$ cat src/rtl/uart_rx.sv
// uart_rx: 8N1 serial receiver with self-timed mid-bit sampling and a valid/ack holding register
module uart_rx (
  input  logic        clk,
  input  logic        reset,
  input  logic        rx,
  input  logic [15:0] baud_value,
  input  logic        data_ack,
  output logic [7:0]  data,
  output logic        data_valid,
  output logic        frame_error,
  output logic        overrun,
  output logic        busy
);
  typedef enum logic [2:0] {IDLE, START, DATA, STOP, BRK} state_t;
  state_t      state_q, state_d;
  logic        rx_m_q, rx_s_q;
  logic [15:0] div_q, div_d, cnt_q, cnt_d;
  logic [2:0]  bitn_q, bitn_d;
  logic [7:0]  sh_q, sh_d, data_q, data_d;
  logic        valid_q, valid_d, ferr_q, ferr_d, ovr_q, ovr_d;
  logic        hit, half, stop_hit, done, ack;
  always_ff @(posedge clk or negedge reset) begin
    if (!reset) begin
      state_q <= IDLE;
      rx_m_q  <= 1'b1;
      rx_s_q  <= 1'b1;
      div_q   <= 16'd3;
      cnt_q   <= '0;
      bitn_q  <= '0;
      sh_q    <= '0;
      data_q  <= '0;
      valid_q <= 1'b0;
      ferr_q  <= 1'b0;
      ovr_q   <= 1'b0;
    end else begin
      state_q <= state_d;
      rx_m_q  <= rx;
      rx_s_q  <= rx_m_q;
      div_q   <= div_d;
      cnt_q   <= cnt_d;
      bitn_q  <= bitn_d;
      sh_q    <= sh_d;
      data_q  <= data_d;
      valid_q <= valid_d;
      ferr_q  <= ferr_d;
      ovr_q   <= ovr_d;
    end
  end
  always_comb begin
    state_d = state_q;
    case (state_q)
      IDLE:    state_d = rx_s_q ? IDLE : START;
      START:   state_d = !half ? START : (rx_s_q ? IDLE : DATA);
      DATA:    state_d = (hit && bitn_q == 3'd7) ? STOP : DATA;
      STOP:    state_d = !hit ? STOP : (rx_s_q ? IDLE : BRK);
      BRK:     state_d = rx_s_q ? IDLE : BRK;
      default: state_d = IDLE;
    endcase
  end
  always_comb begin
    hit      = cnt_q == div_q;
    half     = cnt_q == {1'b0, div_q[15:1]};
    stop_hit = state_q == STOP && hit;
    done     = stop_hit && rx_s_q;
    ack      = data_ack && valid_q;
    div_d    = (state_q == IDLE && !rx_s_q) ? ((baud_value < 16'd3) ? 16'd3 : baud_value) : div_q;
    cnt_d    = (state_q == IDLE || state_q == BRK || (state_q == START ? half : hit)) ? 16'd0 : cnt_q + 16'd1;
    bitn_d   = (state_q == START) ? 3'd0 : (state_q == DATA && hit) ? bitn_q + 3'd1 : bitn_q;
    sh_d     = (state_q == DATA && hit) ? {rx_s_q, sh_q[7:1]} : sh_q;
    data_d   = done ? sh_q : data_q;
    ferr_d   = stop_hit && !rx_s_q;
    // a completion in the same cycle as an ack wins, so the new byte stays valid
    valid_d  = done ? 1'b1 : ack ? 1'b0 : valid_q;
    ovr_d    = (done && valid_q && !data_ack) ? 1'b1 : ack ? 1'b0 : ovr_q;
  end
  always_comb begin
    busy        = state_q != IDLE;
    data        = data_q;
    data_valid  = valid_q;
    frame_error = ferr_q;
    overrun     = ovr_q;
  end
endmodule

$ cat config.mk
export PLATFORM = sky130hd
export DESIGN_NAME = uart_rx
export DESIGN_NICKNAME = d
export VERILOG_FILES = /design/src/rtl/uart_rx.sv
export SDC_FILE = /design/constraint.sdc
export NUM_CORES = 1
export LEC_CHECK = 0
export ABC_AREA = 1
export BUFFER_PORTS_ARGS = -buffer_cell sky130_fd_sc_hd__buf_4
export CAP_MARGIN = 15
export CORE_ASPECT_RATIO = 2
export CORE_MARGIN = 1.5
export CORE_UTILIZATION = 42
export CTS_CLUSTER_DIAMETER = 50
export CTS_CLUSTER_SIZE = 10
export DETAILED_ROUTE_END_ITERATION = 10
export PLACE_DENSITY = 0.69
export SETUP_SLACK_MARGIN = 0.05
export SLEW_MARGIN = 10
export SYNTH_ARGS = -nofsm -noshare
export SYNTH_HDL_FRONTEND = slang
export SYNTH_SLANG_ARGS = --single-unit
$ cat constraint.sdc
create_clock -name clk -period 3.4 [get_ports clk]
set_input_delay 0.17 -clock clk [delete_from_list [all_inputs] [get_ports clk]]
set_output_delay 0.17 -clock clk [all_outputs]
set_load 0.1 [all_outputs]
* Yosys cells after proc, flatten, opt, wreduce, memory -nomap -nowiden *
Index checks and enable logic that the tools add are counted.

word-level totals
  register bits = 59
  input bits = 20
  word-level logic and storage cells = 54

cells by class
  $add $sub $neg = 2
  order comparisons = 1
  eq/ne operators = 7
  muxes and demuxes = 15
  reductions and logical operators = 18

operators by type and width
  cell                                                  count
  2-to-1 mux 16 bit                                     2
  adder 16 x 1 -> 16 bit (second input constant)        1
  equality test 16 x 15 -> 1 bit                        1
  equality test 16 bit                                  1
  < comparator 16 x 2 -> 1 bit (second input constant)  1
  one-hot mux 3 bit (5 select lines)                    1
  2-to-1 mux 3 bit                                      4
  logical AND 1 bit                                     9
  equality test 3 x 2 -> 1 bit (second input constant)  2
  equality test 3 bit (second input constant)           2
  2-to-1 mux 1 bit                                      6
  nonzero test 2 bit                                    3
  2-to-1 mux 2 bit                                      2
  adder 3 x 1 -> 3 bit (second input constant)          1
  equality test 3 x 1 -> 1 bit (second input constant)  1
  logical NOT 3 bit                                     1
  nonzero test 3 bit                                    1
  logical NOT 1 bit                                     2
  logical OR 1 bit                                      2

* Longest topological paths before layout *
  word-level depth = 6
  mapped depth = 12
  depth with buffers taken out = 12

* Worst setup path before layout *
Ideal clock, no wire load.

  path type = reg2reg
  start = reg state_q[1]
  end = reg div_q[3]
  library setup time = 0.132 ns
  data arrival time = 2.003 ns
  required time = 3.268 ns
  path slack = 1.264 ns
  cell stages (with the launch flop) = 6
  period minus slack after synthesis = 2.136 ns
  cell sequence = dfrtp_1 -> nor2_1 -> nand2_1 -> nor2_1 -> clkbuf_1 -> o21ai_0

on the way
  word-level cells in the longest chain between the ends = 2

RTL lines
  item                    line  source
  from (decl)             15    state_t state_q, state_d;
  from (signal assigned)  36    state_q <= state_d;
  logical NOT 3 bit       66    div_d = (state_q == IDLE && !rx_s_q) ? ((baud_value < 16'd3) ? 16'd3 : baud_value) : div_q;
  logical AND 1 bit       66
  to (signal assigned)    39    div_q <= div_d;
  to (decl)               17    logic [15:0] div_q, div_d, cnt_q, cnt_d;

Every way passes these cells.
A chain may end at the register's enable or synchronous reset.

* Worst setup path in the final report *
  start = reg div_q[1]
  end = reg cnt_q[2]

on the way
  word-level cells in the longest chain between the ends = 4

RTL lines
  item                                                                    line    source
  equality test 16 bit or equality test 16 x 15 -> 1 bit (tied branches)  61, 62
  2-to-1 mux 1 bit (*)                                                    67      cnt_d = (state_q == IDLE || state_q == BRK || (state_q == START ? half : hit)) ? 16'd0 : cnt_q + 16'd1;
  logical OR 1 bit (*)                                                    67
  2-to-1 mux 16 bit (*)                                                   67
  net cnt_d[2]                                                            17
  to (signal assigned)                                                    40      cnt_q <= cnt_d;
  to (decl)                                                               17

The timed path passes the listed nets; every way through them passes the cells marked *.

==> results by group <==
Run status
  • Status: finished clean

Clock tree
  • Resize count post-CTS: 0
  • CTS Sinks: 59
  • CTS root buf: clkbuf_16
  • CTS buffer count: 9
  • Deepest clock path buffer count: 2
  • Clk slew on worst S/H paths: 50 ps
  • CTS tree: built
  • H-tree levels: 3
  • Clk Latency, worst-skew pair: 330 ps

Route
  • Vias/cell: 4.82
  • Final antenna-violating net count: 0
  • Drt pass-1 iters: 4
  • DRT iter0 DRCs: 104
  • Wirelength, routed: 6670 um
  • DRC Markers: 0
  • Routed wire per std cell: 13.1 um
  • Overall via count from detail_route: 2,460

STA
  • Period utilisation layout: 0.538
  • Unrepaired setup endpoints after global routing: no
  • Min Hold Slack: 37.0 ps
  • Endpoints failing setup: 0
  • Rel. slew slack: 0.491
  • Worst slew pin tran: 763 ps
  • Final min period: 1830 ps
  • Final Max Slew Viols: 0
  • Final worst clock skew: 5.62 ps
  • Endpoints failing hold: 0
  • Sum Neg Setup Slack: 0 ps
  • Fmax: 547 MHz

Placed design
  • Port Buf Inserts: 31
  • Hpwl dp: 4920 um
  • Placed Cells: 492
  • GPL Wtd Cong: 0.820

Logic synthesis
  • Syn avg cell area: 7.94 um2
  • Compound-Gate Fraction of Synth Area: 0.0481
  • Cell variety after synth: 30
  • Cells after Synth: 377
  • Synth Area in Simple Gates: 0.296
  • Post-synth top area cell: dfrtp_1
  • Post-synthesis mux area share: 0
  • Yosys top cell area share: 0.460
  • Xor and xnor area share after synthesis: 0.0790
  • Post-Synthesis Cell Area: 2990 um2
  • Largest family of logic cells by synthesized area: simple AND/OR/NAND/NOR gates
  • Synth warn: 0
  • #FFs+latches synth: 59
  • Syn Nets: 400
  • Area contributors post-synth: dfrtp_1 (46%), nand2_1 (16%), nor2_1 (5.3%)
  • Post-synthesis sequential area ratio: 0.495
  • Synth Area in Adders: 0.0125

Setup path
  • Nature of the critical path startpoint: register
  • Flop-to-flop setup slack: 1570 ps
  • Critical path arrival: 2030 ps
  • Req. time, crit path: 3600 ps
  • Worst Path Max Fanout: 16
  • Kind of critical path: register to register
  • Crit. End Element: register

GRT
  • Maximum number of pins on one net before global-route repair: 60
  • Initial antenna violation count: 0
  • First-pass GRT wire length: 11,400 um
  • Grt ovf: 0
  • Number of global-route vias before repair: 2,537
  • Global router's overall resource usage: 0.195

Power
  • Total power: 2.53 mW
  • Sw power: 750 uW
  • Leakage power: 1.91 nW
  • Seq pwr share: 0.377
  • Net switching fraction of the power: 0.297
  • PD cells: 688 nW/um2
  • Clock power share: 0.418
  • Logic pwr share: 0.205
  • VDD IR max: 0.394 mV
  • Cell-internal power: 1.78 mW

Final layout
  • Growth of design area from synthesis to finish: 22.7%
  • Diode count: 0
  • Share of layout cells above drive strength 1: 0.157
  • Count of nets after finishing: 438
  • Fin cells: 510

Die
  • Initial core utilization: 0.431
  • Core area: 6940 um2
  • Num rows: 43
  • Ports: 32
  • Die width: 62.7 um
  • Die H: 122 um
  • Die area: 7670 um2

Job
  • Max-Cap Viols: 0

Worst hold path
  • Hold Crit Class: primary input to register
## per-layer routing
metal	wire length, um	track usage	part of all wire	vias up
li1	-	-	-	1246
met1	2420	0.197	0.36	1157
met2	3740	0.360	0.56	37
met3	192	0.0367	0.029	20
met4	323	0.126	0.048	0
met5	0	0	0	-
## cells in the mapped netlist
master	number
clkbuf_1	4
nor4_1	3
nand2_4	2
nand3_1	15
nor2_2	3
clkinv_2	1
a21oi_1	4
inv_2	3
dfstp_2	4
buf_2	1
nand2_1	131
nor2_4	1
nor3_2	1
xnor2_1	10
ha_1	3
o21bai_1	1
xor2_1	17
nand3b_2	1
nor2_1	42
o31ai_1	1
dfrtp_1	55
a22oi_1	2
o21ai_1	1
buf_6	2
o21ai_0	16
nor3_1	6
nand4_1	4
inv_1	40
a211o_1	1
nand2_2	2
## cell usage in the layout (no fill, tap or decap), drive strengths merged, types with 7 or more instances in the layout
master / count
nand2: 135
buf: 32
nor2: 46
inv: 44
nor3: 7
clkbuf: 10
nand3: 15
xnor2: 10
dfrtp: 55
xor2: 17
o21ai: 17
## flip-flops by register name, summed over array words and instances, names as in the netlist
register / flops
cnt_q: 16
div_q: 16
data: 8
sh_q: 8
bitn_q: 3
state_q: 3
data_valid: 1
frame_error: 1
overrun: 1
rx_m_q: 1
rx_s_q: 1
## path summary, 6_finish.rpt
| kind | startpoint | endpoint | cells past startpoint |
|---|---|---|---|
| max | div_q[1]$_DFFE_PN1P_ | cnt_q[2]$_DFF_PN0_ | 9 |
| min | data_ack | data_valid$_DFFE_PN0P_ | 2 |
| max reg2reg | div_q[1]$_DFFE_PN1P_ | cnt_q[2]$_DFF_PN0_ | 9 |
| min reg2reg | rx_m_q$_DFF_PN1_ | rx_s_q$_DFF_PN1_ | 0 |
| max in group asynchronous | reset | data_valid$_DFFE_PN0P_ | 2 |
| min in group asynchronous | reset | div_q[14]$_DFFE_PN0P_ | 2 |
## what timing repair did
| action | CTS | global route |
|---|---|---|
| hold buffers | 2 | 0 |
| buffers inserted | 0 | 0 |
| endpoints found under the hold margin | 56 | 0 |
## cell type report
| type | count | area, um2 |
|---|---|---|
| clock buffers | 10 | 239 |
| clock inverters | 6 | 111 |
| fillers | 639 | 3270 |
| inverters | 44 | 166 |
| multi-input cells | 267 | 1300 |
| flip-flops and latches | 59 | 1480 |
| well taps | 90 | 113 |
| repair buffers | 34 | 260 |
## per-stage QoR
stage | setup slack (ps) | area [um2] | utilization
after floorplan | 1260 | 2990 | -
after global placement | 1630 | 3300 | 0.476
after detailed placement | 1570 | 3300 | 0.476
after CTS | 1560 | 3670 | 0.529
after global routing | 1390 | 3670 | 0.529
final | 1570 | 3670 | 0.529
## cell families (layout without fill, tap and decap cells)
logic type                 count (synthesis)  after routing
and+or+nand+nor                          211            211
DFF                                       59             59
buffers and inverters                     51             94
xor gates and xnor gates                  27             27
AOI/OAI and AO/OA                         26             26
adders and majority gates                  3              3
## power by group through the flow
stage          logic, mW  registers, mW  clock network, mW
2_1_floorplan      0.412          0.932                  0
3_3_place_gp       0.506          0.961                  0
3_5_place_dp       0.517          0.967                  0
4_1_cts            0.527          0.956               1.07
5_1_grt            0.596          0.977               1.10
6_report           0.518          0.954               1.06
## worst max-delay path: stages (launching register included)
cell and delay, ps:
dfstp_2 540, nand2_1 50, nand2_1 60, nand3_1 70, nor2_1 190, nand2_1 120
nor2_4 160, nand2_1 100, nand3b_2 320, nor2_1 90
No activity file was read; power rests on OpenSTA's default activity.
